**src/rtl/tile_draw_sequencer_pkg.sv**
```systemverilog
// Shared types and constants for the 4x4 board tile draw sequencer.
package tile_draw_sequencer_pkg;

    typedef enum logic [2:0] {
        ST_IDLE  = 3'd0,
        ST_LOAD  = 3'd1,
        ST_CLEAR = 3'd2,
        ST_DRAW  = 3'd3,
        ST_NEXT  = 3'd4,
        ST_DONE  = 3'd5
    } state_t;

    localparam int GRID_DIM  = 4;
    localparam int TILE_BITS = 4;
    localparam int NUM_TILES = GRID_DIM * GRID_DIM;
    localparam int BOARD_W   = NUM_TILES * TILE_BITS;
    localparam int X_W       = 8;
    localparam int Y_W       = 7;

    localparam logic [TILE_BITS-1:0] BLANK_TILE = 4'd0;
    localparam logic [3:0]           LAST_INDEX = 4'd15;

    // Nibble for tile idx; tile i occupies bits [4i+3:4i].
    function automatic logic [TILE_BITS-1:0] tile_nibble(
        input logic [BOARD_W-1:0] board,
        input logic [3:0]         idx
    );
        return board[{idx, 2'b00} +: TILE_BITS];
    endfunction

endpackage

```
**src/rtl/tile_draw_sequencer_coord_lut.sv**
```systemverilog
// Tile index to drawer origin: column from index[1:0], row from index[3:2].
module tile_coord_lut
    import tile_draw_sequencer_pkg::*;
#(
    parameter int ORIGIN_X   = 20,
    parameter int ORIGIN_Y   = 0,
    parameter int TILE_PITCH = 30
)(
    input  logic [3:0]     index,
    output logic [X_W-1:0] tile_x,
    output logic [Y_W-1:0] tile_y
);

    // Evaluated at the screen widths, so any overflow truncates like the drawer inputs do.
    assign tile_x = X_W'(ORIGIN_X) + X_W'(TILE_PITCH) * {{(X_W-2){1'b0}}, index[1:0]};
    assign tile_y = Y_W'(ORIGIN_Y) + Y_W'(TILE_PITCH) * {{(Y_W-2){1'b0}}, index[3:2]};

endmodule

```
**src/rtl/tile_draw_sequencer.sv**
```systemverilog
// Walks the latched 4x4 board and drives one digit drawer pass per non-blank tile.
module tile_draw_sequencer
    import tile_draw_sequencer_pkg::*;
#(
    parameter int DRAW_CYCLES = 111,
    parameter int ORIGIN_X    = 20,
    parameter int ORIGIN_Y    = 0,
    parameter int TILE_PITCH  = 30
)(
    input  logic                 clk,
    input  logic                 resetn,
    input  logic                 start,
    input  logic [BOARD_W-1:0]   board_state,
    output logic [X_W-1:0]       tile_x,
    output logic [Y_W-1:0]       tile_y,
    output logic [TILE_BITS-1:0] digit,
    output logic                 drawer_enable,
    output logic                 drawer_resetn,
    output logic                 plot,
    output logic                 busy,
    output logic                 done
);

    localparam int              CNT_W    = $clog2(DRAW_CYCLES);
    localparam logic [CNT_W-1:0] CNT_LAST = CNT_W'(DRAW_CYCLES - 1);

    state_t               state_r, state_next_s;
    logic [3:0]           index_r, index_next_s;
    logic [BOARD_W-1:0]   board_r, board_next_s;
    logic [CNT_W-1:0]     cnt_r, cnt_next_s;
    logic [X_W-1:0]       lut_x_s, x_next_s;
    logic [Y_W-1:0]       lut_y_s, y_next_s;
    logic [TILE_BITS-1:0] digit_next_s;

    tile_coord_lut #(
        .ORIGIN_X   (ORIGIN_X),
        .ORIGIN_Y   (ORIGIN_Y),
        .TILE_PITCH (TILE_PITCH)
    ) u_coord (
        .index  (index_next_s),
        .tile_x (lut_x_s),
        .tile_y (lut_y_s)
    );

    // Next-state, tile index, board latch and glyph cycle counter.
    always_comb begin
        state_next_s = state_r;
        index_next_s = index_r;
        board_next_s = board_r;
        cnt_next_s   = cnt_r;
        case (state_r)
            ST_IDLE: begin
                if (start) begin
                    state_next_s = ST_LOAD;
                    index_next_s = 4'd0;
                    board_next_s = board_state;
                end else begin
                    state_next_s = ST_IDLE;
                end
            end
            ST_LOAD: begin
                // digit already holds this tile's nibble, registered on entry to LOAD.
                if (digit == BLANK_TILE) begin
                    state_next_s = ST_NEXT;
                end else begin
                    state_next_s = ST_CLEAR;
                end
            end
            ST_CLEAR: begin
                state_next_s = ST_DRAW;
                cnt_next_s   = {CNT_W{1'b0}};
            end
            ST_DRAW: begin
                if (cnt_r == CNT_LAST) begin
                    state_next_s = ST_NEXT;
                end else begin
                    cnt_next_s = cnt_r + CNT_W'(1);
                end
            end
            ST_NEXT: begin
                if (index_r == LAST_INDEX) begin
                    state_next_s = ST_DONE;
                end else begin
                    state_next_s = ST_LOAD;
                    index_next_s = index_r + 4'd1;
                end
            end
            ST_DONE: begin
                state_next_s = ST_IDLE;
            end
            default: begin
                state_next_s = ST_IDLE;
            end
        endcase
    end

    // Drawer origin and digit change only when entering LOAD and are held for the whole tile.
    always_comb begin
        x_next_s     = tile_x;
        y_next_s     = tile_y;
        digit_next_s = digit;
        if (state_next_s == ST_LOAD) begin
            x_next_s     = lut_x_s;
            y_next_s     = lut_y_s;
            digit_next_s = tile_nibble(board_next_s, index_next_s);
        end else begin
            digit_next_s = digit;
        end
    end

    // State, datapath and output registers; outputs are decoded from the state being entered.
    always_ff @(posedge clk or negedge resetn) begin
        if (!resetn) begin
            state_r       <= ST_IDLE;
            index_r       <= 4'd0;
            board_r       <= {BOARD_W{1'b0}};
            cnt_r         <= {CNT_W{1'b0}};
            tile_x        <= {X_W{1'b0}};
            tile_y        <= {Y_W{1'b0}};
            digit         <= {TILE_BITS{1'b0}};
            drawer_enable <= 1'b0;
            drawer_resetn <= 1'b1;
            plot          <= 1'b0;
            busy          <= 1'b0;
            done          <= 1'b0;
        end else begin
            state_r       <= state_next_s;
            index_r       <= index_next_s;
            board_r       <= board_next_s;
            cnt_r         <= cnt_next_s;
            tile_x        <= x_next_s;
            tile_y        <= y_next_s;
            digit         <= digit_next_s;
            drawer_enable <= (state_next_s == ST_DRAW);
            drawer_resetn <= (state_next_s != ST_CLEAR);
            plot          <= (state_next_s == ST_DRAW);
            busy          <= (state_next_s != ST_IDLE);
            done          <= (state_next_s == ST_DONE);
        end
    end

endmodule

```
**config.mk**
```make
export PLATFORM = sky130hd
export DESIGN_NAME = tile_draw_sequencer
export DESIGN_NICKNAME = d
export VERILOG_FILES = /design/src/rtl/tile_draw_sequencer_pkg.sv /design/src/rtl/tile_draw_sequencer_coord_lut.sv /design/src/rtl/tile_draw_sequencer.sv
export SDC_FILE = /design/constraint.sdc
export NUM_CORES = 1
export LEC_CHECK = 0
export ABC_CLOCK_PERIOD_IN_PS = 3440
export BUFFER_PORTS_ARGS = -buffer_cell sky130_fd_sc_hd__buf_2
export CAP_MARGIN = 15
export CORE_ASPECT_RATIO = 1.5
export CORE_MARGIN = 3
export CORE_UTILIZATION = 47
export DETAILED_ROUTE_END_ITERATION = 8
export GPL_TIMING_DRIVEN = 0
export PLACE_DENSITY = 0.69
export SLEW_MARGIN = 10
export SYNTH_ARGS = -nofsm -noshare
export SYNTH_HDL_FRONTEND = slang
export SYNTH_HIERARCHICAL = 1
export SYNTH_SLANG_ARGS = --single-unit
```
**constraint.sdc**
```tcl
create_clock -name clk -period 3.44 [get_ports clk]
set_input_delay 0.172 -clock clk [delete_from_list [all_inputs] [get_ports clk]]
set_output_delay 0.172 -clock clk [all_outputs]
set_load 0.05 [all_outputs]
```
Word level (Yosys, flattened, before mapping)
Cells that the tools add are included.

word-level totals
  memory bits (writable) = 0
  output and inout bits = 24
  flip-flop bits (word level) = 100
  memories = 0
  bits in read-only memories = 0
  bits of input ports = 67
  word-level logic and storage cells = 45
  bits in latches = 0

cells by class
  shift-type cells = 1
  add/subtract/negate cells = 3
  bitwise logic cells = 0
  mux-type cells = 12
  divide/modulo/power cells = 0
  multiply operators = 2
  $lt $le $gt $ge = 0
  reduce and logical (&&, ||, !) cells = 5
  eq/ne operators = 11

operators with widths
  operator                                                                count
  64-bit 2-to-1 mux                                                       2
  64-bit by 7-bit variable part select with 4-bit output                  1
  3-bit case mux with 5 select lines                                      1
  7-bit case mux with 2 select lines                                      1
  4-bit by 2-bit multiplier with 6-bit output (first input constant)      2
  3-bit by 2-bit equality test with 1-bit output (second input constant)  3
  3-bit 2-to-1 mux                                                        3
  5-bit by 7-bit adder with 8-bit output (first input constant)           1
  4-bit 2-to-1 mux                                                        2
  4-bit case mux with 2 select lines                                      1
  7-bit by 1-bit adder with 7-bit output (second input constant)          1
  7-bit equality test (second input constant)                             1
  7-bit 2-to-1 mux                                                        1
  3-bit by 1-bit equality test with 1-bit output (second input constant)  2
  3-bit equality test (second input constant)                             2
  4-bit by 1-bit adder with 4-bit output (second input constant)          1
  4-bit equality test (second input constant)                             1
  4-bit logical NOT                                                       1
  3-bit logical NOT                                                       1
  3-bit by 2-bit != test with 1-bit output (second input constant)        1
  3-bit nonzero test                                                      1
  2-bit != test (second input constant)                                   1
  2-bit AND reduction                                                     1
  2-bit nonzero test                                                      1
  1-bit 2-to-1 mux                                                        1

Longest topological paths before layout
Gate-level depths: netlist of run 1.

  depth after elaboration = 5
  depth in mapped cells = 13
  depth with buffers taken out = 11

Hierarchy
The synthesis of run 1 kept the hierarchy.

by module, submodules not included
  module               times used  sequential area each (sq um)  area each (sq um)  cells an instance
  tile_draw_sequencer  1           2528.7                        4842.1             389
  tile_coord_lut       1           0.0                           206.4              26

Worst setup path before layout of run 1
OpenSTA, ideal clock, no wires.

  kind = register to register
  start = register index_r[1]
  end = register tile_x[6]
  data arrival time = 2339 ps
  clock period less this slack = 2457 ps
  slack = 983 ps
  cell stages (with the launch flop) = 12
  buffers on the path = 2
  setup time = 118 ps
  data required time = 3322 ps
  path through = dfrtp_1 > ha_1 > nand4_2 > a31o_1 > buf_6 > nand2_4 > buf_6 > inv_1 > ha_1 > mux2_4 > nand2_1 > nand2_1

on the way
  cells in the longest elaborated chain, start to end = 5
  elaborated cells on any way between the ends = 10
  classes of those cells = 2 x add/sub; 1 x mul; 2 x eq/ne; 5 x mux

RTL lines
  what                                         RTL line                             RTL
  start, declared                              tile_draw_sequencer.sv:28            logic [3:0] index_r, index_next_s;
  start signal, assigned                       tile_draw_sequencer.sv:128           index_r <= index_next_s;
  4-bit equality test                          tile_draw_sequencer.sv:81            if (index_r == LAST_INDEX) begin
  4-bit 2-to-1 mux                             tile_draw_sequencer.sv:81
  4-bit case mux with 2 select lines           tile_draw_sequencer.sv:51            case (state_r)
  via index_next_s[0]                          tile_draw_sequencer.sv:28
  4-bit by 2-bit multiplier with 6-bit output  tile_draw_sequencer_coord_lut.sv:15  assign tile_x = X_W'(ORIGIN_X) + X_W'(TILE_PITCH) * {{(X_W-2){1'b0}}, index[1:0]};
  5-bit by 7-bit adder with 8-bit output       tile_draw_sequencer_coord_lut.sv:15
  via lut_x_s[6]                               tile_draw_sequencer.sv:31            logic [X_W-1:0] lut_x_s, x_next_s;
  end signal, assigned                         tile_draw_sequencer.sv:118           tile_x <= {X_W{1'b0}};
  end signal, assigned                         tile_draw_sequencer.sv:131           tile_x <= x_next_s;
  end, declared                                tile_draw_sequencer.sv:14            output logic [X_W-1:0] tile_x,

The timed path passes the listed nets, and every way through them passes these cells.
A chain may end at the register's enable or synchronous reset.

Final worst setup path of run 1
  start = register index_r[1]
  end = register tile_x[6]

on the way
  cells in the longest elaborated chain, start to end = 5
  elaborated cells on any way between the ends = 10
  classes of those cells = 2 x add/sub; 1 x mul; 2 x eq/ne; 5 x mux

RTL lines
  what                                                                           RTL line
  4-bit by 1-bit adder with 4-bit output or 4-bit equality test (tied branches)  tile_draw_sequencer.sv:85, tile_draw_sequencer.sv:81
  4-bit 2-to-1 mux                                                               tile_draw_sequencer.sv:81
  4-bit case mux with 2 select lines (*)                                         tile_draw_sequencer.sv:51
  via index_next_s[1]                                                            tile_draw_sequencer.sv:28
  4-bit by 2-bit multiplier with 6-bit output (*)                                tile_draw_sequencer_coord_lut.sv:15
  5-bit by 7-bit adder with 8-bit output (*)                                     tile_draw_sequencer_coord_lut.sv:15
  via lut_x_s[6]                                                                 tile_draw_sequencer.sv:31

Mark *: on every way through the listed nets, which the timed path passes. The rest lies on a longest branch.

==> out/results.tsv, run 1 <==
metric	value	unit
grt_usage	19.9	%
remaining_drc_errors	0	
start_kind	register	
ys_seq_area_share	50.1	%
crit_family	simple AND/OR/NAND/NOR gates	
max_stage_delay	0.45	ns
outcome	completed	
via_per_inst	5.30	
maxCapViolCount	0	
hold_path.class	in -> reg	
synth_most_common_cell	dfrtp_1	
ant_nets	0	
wirelength	11.2	mm
hold_viol	0	
cts_root_buf	clkbuf_16	
period_share	83.4	%
yosys_warnings	6	
die_w	90.6	um
final_cell_area	0.00601	mm2
die_h	133	um
r2r_end	tile_x[6]	
critPathArrivalTime	3.10	ns
syn_inst	415	
fin_worst_skew	0.0101	ns
ys_async_sr_fraction	100	%
drive_above_1_share	40.6	%
hold-worst-slack	0.0687	ns
worstPathCellList	ha_1 -> nand4_2 -> and4_4 -> a21oi_4 -> inv_1 -> inv_1 -> ha_1 -> mux2_4 -> nand2_1 -> nand2_1	
crit_fanout	13	
numClockSinks	101	
cts_inserted_buffers	9	
wl_per_cell	16.8	um
synth_top_area_cell	dfrtp_1	
overflow	0	
dp_hpwl	8.44	mm
synth_area_leaders	dfrtp_1, mux2_2, nand2_1, mux2_1, ha_1	
drtIter0Drc	249	
r2r_setup_slack	0.57	ns
ys_ff_latch	101	
maxSlewHeadroom	51.2	%
routabilityCongestion	0.895	
worst_pin_slew	0.732	ns
synth-edff-count	0	
grt_pass1_vias	3730	
grt_start_max_net_pins	57	
total_leakage_power	2.87	nW
crit_type	reg -> reg	
setup-tns-final	0	ns
setup_viol	0	
min_period	2.87	ns
core_area	0.0103	mm2
antenna_found_initial	0	
hold_end	board_r[34]	
yosys_most_used_dff	dfrtp_1	
fillers	881	
ctsResizeCount	0	
port_buffers	90	
dieArea	0.0120	mm2
power.total	4.58	mW
insertion_delay	0.35	ns
vias	3524	
drv_slew	0	
synth_cell_types	60	
cts_tree	yes	
rows	45	
synth_top_area_share	49.6	%
path_clk_slew	0.07	ns
synth_common_cells	dfrtp_1, nand2_1, mux2_2	
r2r_start	index_r[1]	
holdPathStages	2	
r2r_cells	10	
critPathSlowestCell	dfrtp_1	
start_util	49.0	%
cellPowerDensity	763	mW/mm2
ir_drop	0.473	mV
rsz0062_at_grt	false	
avgSynthCellArea	12.2	um2
ios	91	
min-delay-start	board_state[34]	
syn2layout_area_growth	19.0	%
path_buf_inv	2	
antenna_cells	0	
dpl_cell_area	0.00571	mm2
synth_area	0.00505	mm2
nets	597	
cts_max_level	3	
max_freq	0.349	GHz
crit_path_end_kind	register	
dr.pass1.iters	4	
grt_pass1_wl	18.9	mm
cp.required	3.68	ns
cts_max_path_buffers	2	
==> area by class of cell <==
cell class                 instances  area (um2)  area share (%)
buffer                            29         238            3.96
clock buffer                      13         270            4.50
clock inverter                     3        18.8           0.312
inverter                          14        52.6           0.875
multi-input combinational        272        2230            37.2
sequential                       101        2530            42.1
tap                              141         176            2.94
timing repair buffer              92         490            8.16
==> how the worst max path moves through the flow <==
| stage | cells after the start | from | endpoint |
|---|---|---|---|
| 4_1_cts | 10 | index_r[1] | tile_x[6] |
| 3_3_place_gp | 10 | index_r[1] | tile_x[6] |
| 5_1_grt | 10 | index_r[1] | tile_x[6] |
| 3_5_place_dp | 10 | index_r[1] | tile_x[6] |
| 6_report | 10 | index_r[1] | tile_x[6] |
| 2_1_floorplan | 11 | index_r[1] | tile_x[6] |
==> layout by cell type (no fill, tap or decap), types with 4 or more instances in the layout <==
master,count
inv_1,11
buf_2,92
mux2_1,13
a22o_1,4
nand2_1,55
mux4_2,4
or3_1,5
clkbuf_1,6
mux2_2,52
buf_4,10
nor2_1,13
mux2i_1,9
o2111ai_1,8
o22ai_1,7
dfrtp_1,100
clkbuf_16,9
buf_6,10
ha_1,11
xor2_1,5
nor4_2,4
mux2_4,8
nor3_1,13
a21oi_1,16
==> registers in the layout, summed over array words and instances (netlist names) <==
signal / cells
board_r: 64
tile_x: 8
cnt_r: 7
tile_y: 7
digit: 4
index_r: 4
state_r: 3
busy: 1
done: 1
drawer_resetn: 1
plot: 1
==> report_power, final <==
group          total (mW)  switching (mW)  leakage, nW  internal, mW
Sequential           1.85           0.185         1.25          1.67
Clock               0.981           0.432        0.146         0.549
Combinational        1.75           0.997         1.47         0.752
Total                4.58            1.61         2.87          2.97
==> cell families after synthesis <==
logic type | after synthesis | synth area share [%]
compound gates | 50 | 7.16
xor+xnor | 5 | 0.867
fa+ha+maj | 11 | 2.73
buf+inv | 43 | 5.75
flops | 101 | 50.1
mux | 86 | 20.4
other cells | 1 | 0.0743
simple gates | 118 | 12.9
==> layer usage <==
metal	vias up	wire length (um)	global-route usage [%]
met5	-	0	0
met4	0	345	9.37
met3	19	659	4.61
met2	107	5720	33.0
met1	1728	4470	24.3
li1	1670	-	-
==> worst reg2reg max path, delay by kind of cell, from the launching register on <==
family                   cells  cell delay (ns)
AO/OA/AOI/OAI                1             0.22
adder cells (fa/ha/maj)      2             0.61
buffers and inverters        2             0.43
flip-flops                   1             0.45
multiplexers                 1             0.32
AND/OR/NAND/NOR              4             0.73
==> per-stage QoR <==
step / instances / setup slack, ns / util (%)
after floorplan: 416 / 0.983 / -
after global placement: 647 / 0.699 / 55.1
after detailed placement: 648 / 0.619 / 55.4
after CTS: 665 / 0.592 / 58.3
after global routing: 665 / 0.409 / 58.3
final: 665 / 0.573 / 58.3
==> repair_timing <==
item,4_1_cts,5_1_grt
hold buffers,1,0
endpoints found under the setup margin,0,0
buffers inserted,0,0
endpoints found under the hold margin,54,0
Power figures use the tool's default switching activity.
==> run 2, diff against run 1 <==
--- a/config.mk
+++ b/config.mk
@@ -5,7 +5,8 @@
 export SDC_FILE = /design/constraint.sdc
 export NUM_CORES = 1
 export LEC_CHECK = 0
-export ABC_CLOCK_PERIOD_IN_PS = 3440
+export ABC_AREA = 1
+export ABC_CLOCK_PERIOD_IN_PS = 2400
 export BUFFER_PORTS_ARGS = -buffer_cell sky130_fd_sc_hd__buf_2
 export CAP_MARGIN = 15
 export CORE_ASPECT_RATIO = 1.5
@@ -13,7 +14,7 @@
 export CORE_UTILIZATION = 47
 export DETAILED_ROUTE_END_ITERATION = 8
 export GPL_TIMING_DRIVEN = 0
-export PLACE_DENSITY = 0.69
+export PLACE_DENSITY = 0.71
 export SLEW_MARGIN = 10
 export SYNTH_ARGS = -nofsm -noshare
 export SYNTH_HDL_FRONTEND = slang
==> constraint.sdc (replaced) <==
create_clock -name clk -period 2.4 [get_ports clk]
set_input_delay 0.12 -clock clk [delete_from_list [all_inputs] [get_ports clk]]
set_output_delay 0.12 -clock clk [all_outputs]
set_load 0.05 [all_outputs]
==> run 2 against run 1 <==
  * Critical path depth rose by 3
  * Final cell count rose by 46%
  * Highest routed layer unchanged
  * Wire length rose by 20%
  * First-iteration DRC count rose by 3.6%
  * Sequential share of layout area fell by 2.9 points
  * Area after synthesis rose by 6.6%
  * Die area rose by 6.3%
  * Flip-flop and latch count did not move
  * Global-route usage rose by 1.5 points
  * Synthesized cell count rose by 71%
  * Fmax rose by 28%
==> out/results.tsv, run 2 <==
metric	value	unit	change
cellPowerDensity	528	mW/mm2	-31%
path_clk_slew	0.07	ns	about the same
drv_slew	0		unchanged
synthSimpleGateAreaFrac	28.5	%	+16 points
cts_max_level	3		unchanged
holdPathStages	3		+1
synth_mux_area_share	0	%	-20 points
yosys_warnings	6		unchanged
ant_nets	0		unchanged
routabilityCongestion	0.902		+0.86%
critPathArrivalTime	2.53	ns	-0.57 ns
synth-edff-count	0		unchanged
via_per_inst	4.90		-7.5%
hold_path.class	in -> reg		
grt_pass1_wl	21.5	mm	+14%
remaining_drc_errors	0		unchanged
setup_viol	0		unchanged
reg_top3	board_r x64, tile_x x8		
die_w	93.4	um	+3.1%
wl_per_cell	13.8	um	-18%
pre_cts_ws	-0.108	ns	-0.727 ns
start_util	48.4	%	-0.56 points
synth_area_leaders	dfrtp_1, nand2_1, inv_1, nand3_1, o21ai_0		
synth_most_common_cell	nand2_1		
cts_root_buf	clkbuf_16		
maxSlewHeadroom	45.7	%	-5.5 points
dieArea	0.0128	mm2	+6.3%
dr.pass1.iters	5		+1
largest_reg_flops	64		unchanged
total_leakage_power	3.58	nW	+25%
setup_slack	0.167	ns	-0.406 ns
dp_hpwl	9.93	mm	+18%
antenna_found_initial	0		unchanged
die_h	137	um	+3.1%
crit_fanout	10		-3
cts_tree	yes		
ios	91		unchanged
synth_top_family_by_area	simple AND/OR/NAND/NOR gates		
wirelength	13.4	mm	+20%
nets	896		+50%
synth_top_area_cell	dfrtp_1		
synthAdderAreaFrac	2.56	%	-0.17 points
yosys_most_used_dff	dfrtp_1		
max_freq	0.448	GHz	+28%
cts_inserted_buffers	9		unchanged
grt_usage	21.3	%	+1.5 points
ys_async_sr_fraction	100	%	unchanged
maxCapViolCount	0		unchanged
drive_above_1_share	19.8	%	-21 points
ir_drop	0.362	mV	-24%
layout_common_cells	nand2_1, inv_1, buf_2		
port_buffers	89		-1.1%
rows	47		+4.4%
antenna_cells	0		unchanged
ys_ff_latch	101		unchanged
core_area	0.0111	mm2	+7.9%
power.share.switching	21.7	%	-14 points
crit_path_end_kind	register		
utilization	58.1	%	-0.19 points
intPower	2.67	mW	-10%
syn_inst	710		+71%
synth_xor_area_share	0.163	%	-0.70 points
seq_area	0.00253	mm2	about the same
vias	4757		+35%
top_register	board_r		
power.total	3.41	mW	-26%
mostFrequentLayoutCell	nand2_1		
cts_max_path_buffers	2		unchanged
ys_seq_area_share	47.0	%	-3.1 points
power.switching	0.739	mW	-54%
p_comb_share	3.6	%	-35 points
worst_pin_slew	0.814	ns	+0.0823 ns
crit_type	reg -> reg		
insertion_delay	0.35	ns	about the same
numClockSinks	101		unchanged
syn2layout_area_growth	20.0	%	
outcome	completed		
period_share	93.0	%	+9.7 points
clock_power_share	46.5	%	+25 points
multi_input_area	0.00206	mm2	-7.8%
seq_power_share	49.9	%	+9.4 points
grt_start_max_net_pins	56		-1.8%
synth_area	0.00538	mm2	+6.6%
hold_viol	0		unchanged
drtIter0Drc	258		+3.6%
cp.required	2.69	ns	-0.99 ns
setup-tns-final	0	ns	unchanged
rsz0062_at_grt	false		
synth_common_cells	nand2_1, inv_1, dfrtp_1		
synth_compound_area_share	6.09	%	-1.1 points
fin_worst_skew	0.00707	ns	-0.00305 ns
overflow	0		unchanged
avgSynthCellArea	7.58	um2	-38%
min_period	2.23	ns	-0.634 ns
grt_pass1_vias	4555		+22%
fillers	1049		+19%
start_kind	register		
r2r_cells	13		+3
synth_cell_types	32		-47%
synth_top_area_share	46.5	%	-3.1 points
-- run 2: changes by cell type after synthesis, moves of 20 or more --
cell     delta
mux2_2     -52
inv_1     +145
o21ai_1    +20
nand2_1   +123
nand3_1    +93
o21ai_0    +28
-- run 2: kinds of logic after synthesis --
| family | Yosys count |
|---|---|
| AOI/OAI and AO/OA | 62 |
| xor gates and xnor gates | 1 |
| adders and majority gates | 11 |
| buffers and inverters | 197 |
| DFF | 101 |
| other | 1 |
| and+or+nand+nor | 337 |
-- run 2: per-stage QoR --
step	area, um2	hold WS, ns	instances
after global placement	6020	0.364	947
final	6460	0.0136	970
after global routing	6460	0.0194	970
after floorplan	5390	-0.176	711
after CTS	6400	0.00523	967
after detailed placement	6050	0.191	948
-- run 2: metal layers --
| layer | vias up | GRT usage [%] | wire (um) |
|---|---|---|---|
| met5 | - | 0 | 0 |
| met4 | 0 | 7.99 | 369 |
| met1 | 2219 | 25.1 | 5410 |
| met2 | 127 | 38.2 | 7020 |
| li1 | 2381 | - | - |
| met3 | 30 | 3.96 | 585 |
-- run 2: critical path: stages, from the launching register on --
cell	delay (ns)
dfrtp_1	0.43
nor2_4	0.16
buf_4	0.15
nand3_4	0.09
inv_2	0.11
clkbuf_1	0.39
o21ai_0	0.22
nand2_1	0.11
nand3_1	0.11
nand3_1	0.10
nand3_1	0.08
nand2_1	0.11
nand2_1	0.05
nand2_1	0.06
-- run 2: layout make-up --
class                           count  area share [%]
Inverter                          161            9.43
Sequential cell                   101            39.2
Timing Repair Buffer               96            8.13
Buffer                             35            3.54
Tap cell                          147            2.85
Clock inverter                      7            1.51
Multi-Input combinational cell    414            31.9
Clock buffer                        9            3.49
-- run 2: worst paths after layout --
check | slack, ns | endpoint | from
min reg2reg | 0.47 | tile_x[6] | tile_x[6]
min | 0.01 | board_r[5] | board_state[5]
max in group asynchronous | 1.33 | drawer_resetn | resetn
min in group asynchronous | 0.34 | board_r[32] | resetn
max reg2reg | 0.17 | digit[2] | state_r[0]
max | 0.17 | digit[2] | state_r[0]
-- run 2: what timing repair did --
item	4_1_cts	5_1_grt
gates cloned	0	1
endpoints found under the setup margin	3	8
hold endpoints to repair	47	0
gates resized for setup	1	8
pin swaps	1	1
hold buffers	2	0
setup buffers	2	2
-- run 2: power groups by stage --
stage / Clock, mW / Sequential, mW / Combinational (mW)
global route: 1.68 / 1.70 / 0.139
global placement: 0 / 1.74 / 0.116
floorplan: 0 / 1.74 / 0.0180
CTS: 1.61 / 1.70 / 0.127
detailed placement: 0 / 1.74 / 0.124
finish: 1.58 / 1.70 / 0.124
